===== src/rtl/riscv_mem_pkg.sv =====
// riscv_mem_pkg: shared FSM states and write-size helpers for the core-to-SRAM8 bridge.
package riscv_mem_pkg;
  typedef enum logic [1:0] {IDLE, XFER, WAIT, DONE} state_t;
  localparam logic [1:0] WS_BYTE = 2'b00;
  localparam logic [1:0] WS_HALF = 2'b01;
  localparam logic [1:0] WS_WORD = 2'b10;
  localparam logic [1:0] WS_RSVD = 2'b11;
  function automatic logic [2:0] ws_bytes(input logic [1:0] ws);
    case (ws)
      WS_BYTE: return 3'd1;
      WS_HALF: return 3'd2;
      WS_WORD: return 3'd4;
      WS_RSVD: return 3'd0;
      default: return 3'd0;
    endcase
  endfunction
endpackage


===== src/rtl/core_sram8_bridge.sv =====
// core_sram8_bridge: turns each 32-bit core bus cycle into byte-serial accesses on an 8-bit registered-read SRAM.
// Define MEM_RDCACHE_EN to add a one-entry read cache that answers repeated reads without an SRAM cycle.
module core_sram8_bridge
  import riscv_mem_pkg::*;
#(
  parameter int AW = 16
) (
  input  logic          clock,
  input  logic          rst,
  input  logic [31:0]   a,
  input  logic [31:0]   o,
  input  logic          w,
  input  logic [1:0]    ws,
  output logic [31:0]   i,
  output logic          ce,
  output logic [AW-1:0] sram_a,
  output logic [7:0]    sram_d,
  input  logic [7:0]    sram_q,
  output logic          sram_we
);
  state_t state, nxt;
  logic [2:0] cnt, n_lat, ws_n;
  logic [AW-1:0] a_lat;
  logic [31:0] o_lat;
  logic w_lat, cap, hit, last, unused_hi;
  logic [1:0] cap_k;
  assign unused_hi = ^a[31:AW];
  assign ws_n = w ? ws_bytes(ws) : 3'd4;
  assign last = cnt + 3'd1 == n_lat;
`ifdef MEM_RDCACHE_EN
  logic c_valid;
  logic [AW-1:0] c_tag;
  logic [31:0] c_word;
  assign hit = !w && c_valid && c_tag == a[AW-1:0];
  always_ff @(posedge clock or posedge rst) begin
    if (rst) begin
      c_valid <= 1'b0;
      c_tag <= '0;
      c_word <= '0;
    end else begin
      if (state == IDLE && w) c_valid <= 1'b0;
      if (state == WAIT) begin
        c_valid <= 1'b1;
        c_tag <= a_lat;
        c_word <= {sram_q, i[23:0]};
      end
    end
  end
`else
  assign hit = 1'b0;
`endif
  always_ff @(posedge clock or posedge rst) begin
    if (rst) state <= IDLE;
    else state <= nxt;
  end
  always_comb begin
    nxt = state == IDLE ? ((hit || ws_n == 3'd0) ? DONE : XFER)
        : state == XFER ? (last ? (w_lat ? DONE : WAIT) : XFER)
        : state == WAIT ? DONE : IDLE;
    ce = state == DONE;
    sram_we = state == XFER && w_lat;
    sram_a = state == XFER ? a_lat + AW'(cnt) : '0;
    sram_d = sram_we ? o_lat[{cnt[1:0], 3'b000} +: 8] : '0;
  end
  // Read data arrives one clock after its address, so capture runs one step behind cnt.
  always_ff @(posedge clock or posedge rst) begin
    if (rst) begin
      cnt <= '0;
      n_lat <= '0;
      a_lat <= '0;
      o_lat <= '0;
      w_lat <= 1'b0;
      cap <= 1'b0;
      cap_k <= '0;
      i <= '0;
    end else begin
      cap <= state == XFER && !w_lat;
      cap_k <= cnt[1:0];
      if (state == IDLE) begin
        a_lat <= a[AW-1:0];
        o_lat <= o;
        w_lat <= w;
        n_lat <= ws_n;
        cnt <= '0;
      end
      if (state == XFER) cnt <= cnt + 3'd1;
      if (cap) i[{cap_k, 3'b000} +: 8] <= sram_q;
`ifdef MEM_RDCACHE_EN
      if (state == IDLE && hit) i <= c_word;
`endif
    end
  end
endmodule


===== config.mk =====
export PLATFORM = sky130hd
export DESIGN_NAME = core_sram8_bridge
export DESIGN_NICKNAME = d
export VERILOG_FILES = /design/src/rtl/riscv_mem_pkg.sv /design/src/rtl/core_sram8_bridge.sv
export SDC_FILE = /design/constraint.sdc
export NUM_CORES = 1
export LEC_CHECK = 0
export CORE_ASPECT_RATIO = 0.7
export CORE_MARGIN = 4
export CORE_UTILIZATION = 25
export CTS_BUF_LIST = sky130_fd_sc_hd__clkbuf_2
export DETAILED_ROUTE_END_ITERATION = 8
export GPL_TIMING_DRIVEN = 0
export HOLD_SLACK_MARGIN = 0.15
export PLACE_DENSITY = 0.47
export SYNTH_ARGS = -nofsm -noshare
export SYNTH_HDL_FRONTEND = slang
export SYNTH_SLANG_ARGS = --single-unit
export TNS_END_PERCENT = 5

===== constraint.sdc =====
create_clock -name clock -period 3.68 [get_ports clock]
set_input_delay 0.92 -clock clock [delete_from_list [all_inputs] [get_ports clock]]
set_output_delay 0.92 -clock clock [all_outputs]
set_load 0.1 [all_outputs]

# ---- Yosys cells after proc, flatten, opt, wreduce, memory -nomap -nowiden
# Index checks and enable logic that the tools add are counted.
dict set report op_classes {
  reduce_logical 7
  n_eq_ne 7
  shift 3
  muxes 13
  add_sub_neg 3
}
# cell count
set ops {}
lappend ops {{32-bit bitwise mux} 1}
lappend ops {{8-bit by 7-bit variable shift with 32-bit output, first input constant} 1}
lappend ops {{32-bit by 6-bit indexed part select with 8-bit output} 1}
lappend ops {{8-bit by 7-bit indexed part select with 32-bit output} 1}
lappend ops {{16-bit by 3-bit adder with 16-bit output} 1}
lappend ops {{16-bit two-way mux} 1}
lappend ops {{3-bit one-hot mux with 4 select lines} 1}
lappend ops {{2-bit two-way mux} 5}
lappend ops {{3-bit two-way mux} 3}
lappend ops {{2-bit equality test, second input constant} 4}
lappend ops {{8-bit two-way mux} 1}
lappend ops {{5-bit negation with 7-bit output} 1}
lappend ops {{2-bit by 1-bit equality test with 1-bit output, second input constant} 2}
lappend ops {{2-bit zero test} 2}
lappend ops {{3-bit by 1-bit adder with 3-bit output, second input constant} 1}
lappend ops {{3-bit equality test} 1}
lappend ops {{3-bit zero test} 1}
lappend ops {{1-bit logical AND} 2}
lappend ops {{2-bit nonzero test} 1}
lappend ops {{1-bit zero test} 1}
lappend ops {{1-bit two-way mux} 1}
dict set report totals {
  elab_cells 42
  out_inout_bits 58
  register_bits 92
  in_bits 77
}

# ---- Longest topological paths before layout
dict set report depth {
  word_depth 6
  ltp_mapped 7
  mapped_depth_nobuf 7
}

# ---- Least setup slack after synthesis
# OpenSTA, ideal clock, no wires.
dict set report synth_path {
  path_kind {reg-to-output}
  start {register cnt[1]}
  end {output sram_a[14]}
  stages_incl_launch_ff 8
  required_ns 2.760
  n_path_buf 1
  path_slack_ns -0.872
  t_arrival_ns 3.632
  cell_sequence {dfrtp_1 -> clkbuf_1 -> inv_1 -> fa_1 -> nor2b_1 -> o21ai_0 -> or4b_1 -> a21oi_1}
}
dict set report synth_via {
  elab_chain_len 2
}
# element line_no
set synth_lines {}
lappend synth_lines {{start, declared} core_sram8_bridge.sv:22} ;# logic [2:0] cnt, n_lat, ws_n;
lappend synth_lines {{start signal, assigned} core_sram8_bridge.sv:86} ;# if (state == XFER) cnt <= cnt + 3'd1;
lappend synth_lines {{16-bit by 3-bit adder with 16-bit output} core_sram8_bridge.sv:62} ;# sram_a = state == XFER ? a_lat + AW'(cnt) : '0;
lappend synth_lines {{16-bit two-way mux} core_sram8_bridge.sv:62}
lappend synth_lines {{end, declared} core_sram8_bridge.sv:16} ;# output logic [AW-1:0] sram_a,
# Every way passes these cells.

# ---- Final worst setup path
dict set report layout_path {
  start {register a_lat[0]}
  end {output sram_a[14]}
}
dict set report layout_via {
  elab_chain_len 2
}
# element line_no
set layout_lines {}
lappend layout_lines {{start, declared} core_sram8_bridge.sv:23} ;# logic [AW-1:0] a_lat;
lappend layout_lines {{start signal, assigned} core_sram8_bridge.sv:80} ;# a_lat <= a[AW-1:0];
lappend layout_lines {{16-bit by 3-bit adder with 16-bit output} core_sram8_bridge.sv:62}
lappend layout_lines {{16-bit two-way mux} core_sram8_bridge.sv:62}
# Every way passes these cells.

==> results.md <==
- Worst path slowest cell: or4b_4
- Final Max Tran Viols: 0
- GRT Total Usage: 0.134
- Chip height: about 120 um
- Port Buffers: around 120
- CP required: about 2.8 ns
- Sequential cell area fraction in the yosys report: 0.547
- Status: complete, no violations
- Type of destination of the critical path: output pin
- Hold-fix buffers at CTS: 0
- CTS clk-pin slew, worst paths: ~0.23 ns
- Wl on met1: 5780 um
- H-tree levels: 3
- Drt drc: 0
- Hold Fails Final Rpt: 0
- Fin nets: about 550
- XOR/XNOR Fraction of Synth Area: 0.0229
- Synthesized net count: just over 400
- Yosys warns: 0
- Synth Area in Compound Gates: 0.115
- Syn_area_per_cell: about 13 um2
- Slew at the pin with the worst max-slew slack: around 1 ns
- Share of cells above drive strength 1: 0.289
- Tmin final: 3.66 ns
- Starting DRT DRC Count: just over 200
- Final Wtd Congestion: 0.800
- Multi-input gate area: around 1900 um2
- Vias per std cell: roughly 4.6
- Synth Cell Area: 4210 um2
- Met2 WL post-DR: around 5600 um
- Max cap viols: 0
- Vias in the first global route: 3457
- Antenna cells: 0
- Worst path bufs/invs: 2
- EDFF count, synth: 0
- Total length of routed met3 wires: around 880 um
- Routed wire length: around 12000 um
- Full die area: between 15000 and 20000 um2
- Placed Area: about 5700 um2
- Kind of cell adding the most delay to the critical path: simple AND/OR/NAND/NOR gates
- Largest net degree at the start of global routing: 71
- Multiplexer share of the synthesized area: 0.171
- Crit Path Category: reg2out
- Number of vias after detailed routing: ~3200
- Slew headroom: 0.334
- Final period utilization: 0.994
- Commonest non-fill, non-tap cell in the layout: clkdlybuf4s50_1
- Syn Inst Count: approximately 320
- Unrepaired setup endpoints after global routing: true
- Clock Path Buffers: 2
- Top-Level Pins: 135
- Critical Path AT: about 2.7 ns
- Placement Rows: 39
- Post-Synth Simple-Gate Area: 0.0854
- CP cell instances: ha_4 -> inv_2 -> fa_2 -> nor2b_4 -> o21ai_4 -> or4b_4 -> a21oi_4 -> buf_12
- Hpwl dp: approximately 9000 um
- Uppermost routed layer: met4
- Final Util: 0.366
- Storage cell area: between 2000 and 2500 um2
- Most frequent cells in the layout: clkdlybuf4s50_1 (92), dfrtp_1 (90), mux2_2 (48)
- Final TNS setup: 0 ns
- Fin area: between 6000 and 7000 um2
- Initial antenna violation count: 0
- Clock Sinks: 92
- Total congestion overflow: 0
- First drt pass iteration count: 4
- First-pass GRT wire length: between 15000 and 20000 um
- Fillers: around 1600
- Largest family of logic cells by synthesized area: multiplexers
- Skew-Pair Late Insertion Delay: slightly below 0.6 ns
- Core region area: approximately 16000 um2
- DRT antenna net count: 0
- CTS tree: yes
- Largest stage delay, worst path: 0.50 ns
- FFs w/ async S/R, synth: 1.00
- Clock Root Buffer: clkbuf_2
- Layout Skew: approximately 0.033 ns
- Layout overhead on the synthesized area: 42.8%
- Most used DFF post-synth: dfrtp_1
- Initial core utilization: 0.257
- Final setup violation count: 0
- Drt wl/cell: between 15 and 20 um
- CP max FO: 5
- Yosys reg bits: 92
- Fmax: 273 MHz
- Adder-cell area share of the yosys netlist: 0.0315
- Horiz. Die Dim: around 160 um
- CP startpoint kind: flip-flop
- Synth cell types: 40
- Worst Hold Class: reg2reg
- CTS Buf Count: 9
-- Yosys cell counts (all sizes together) (4+ instances only) --
cell	instances	area [um2]
a22o	33	289
a21oi	8	40.0
ha	9	113
nor2b	4	25.0
mux4	8	180
mux2	48	541
nor2	13	48.8
clkbuf	8	30.0
xor2	5	43.8
buf	8	46.3
xnor2	6	52.6
nand4	5	31.3
and3	10	67.6
nand2	14	52.6
o21ai	12	60.1
inv	10	37.5
dfrtp	92	2300
-- flip-flops by register name, summed over array words and instances, names as in the netlist --
signal	flops
i	32
o_lat	32
a_lat	16
cnt	3
n_lat	3
cap_k	2
state	2
cap	1
w_lat	1
-- worst register-to-register path: stages, from the launching register on --
cell and delay, ns:
dfrtp_1 0.50, inv_1 0.16, ha_1 0.16, nand2_1 0.24, nor4b_2 0.87, a22o_1 0.24
-- routing by layer --
layer / up-vias / GRT usage
met5: - / 0
met4: 0 / 0.0335
met3: 12 / 0.0536
met2: 89 / 0.200
met1: 1613 / 0.183
li1: 1478 / -
-- metrics by stage --
step,hold slack (ns),worst slack (ns),cells
5_1_grt,0.545,-0.162,689
4_1_cts,0.536,-0.166,686
3_5_place_dp,0.459,-1.41,667
3_3_place_gp,0.472,-1.40,666
6_report,0.533,0.0221,689
2_1_floorplan,0.401,-0.367,323
-- logic make-up (layout without fill, tap and decap cells) --
family	after synthesis	after routing
buffers and inverters	26	167
multiplexers	56	56
AND/OR/NAND/NOR	64	64
adder cells (fa/ha/maj)	10	10
AO/OA/AOI/OAI	64	64
flip-flops	92	92
XOR/XNOR	11	11
-- layout make-up --
type,instances,share of cell area
Multi-Input combinational cell,205,0.316
Timing Repair Buffer,127,0.215
Inverter,10,0.00667
Clock inverter,5,0.00896
Sequential cell,92,0.384
Buffer,16,0.0148
Clock buffer,9,0.00750
Tap cell,225,0.0469
-- final timing paths --
check,startpoint,to,slack [ns],depth (start not counted)
setup / recovery,a_lat[0],sram_a[14],0.02,8
hold reg to reg,o_lat[20],o_lat[20],0.53,1
setup reg to reg,cap_k[0],i[4],1.46,5
hold / removal,o_lat[20],o_lat[20],0.53,1
min in group asynchronous,rst,o_lat[5],0.63,2
max in group asynchronous,rst,cnt[2],2.37,3
-- repair_timing --
item                                    in CTS  in global routing
gates resized for setup                    121                 31
setup buffers                                5                  3
pin swaps                                    1                  5
endpoints found under the hold margin        0                  0
endpoints found under the setup margin      26                 22
Power is left out: the tool's default activity adds up to more than one toggle a clock period on the data nets, which glitch-free logic cannot reach.
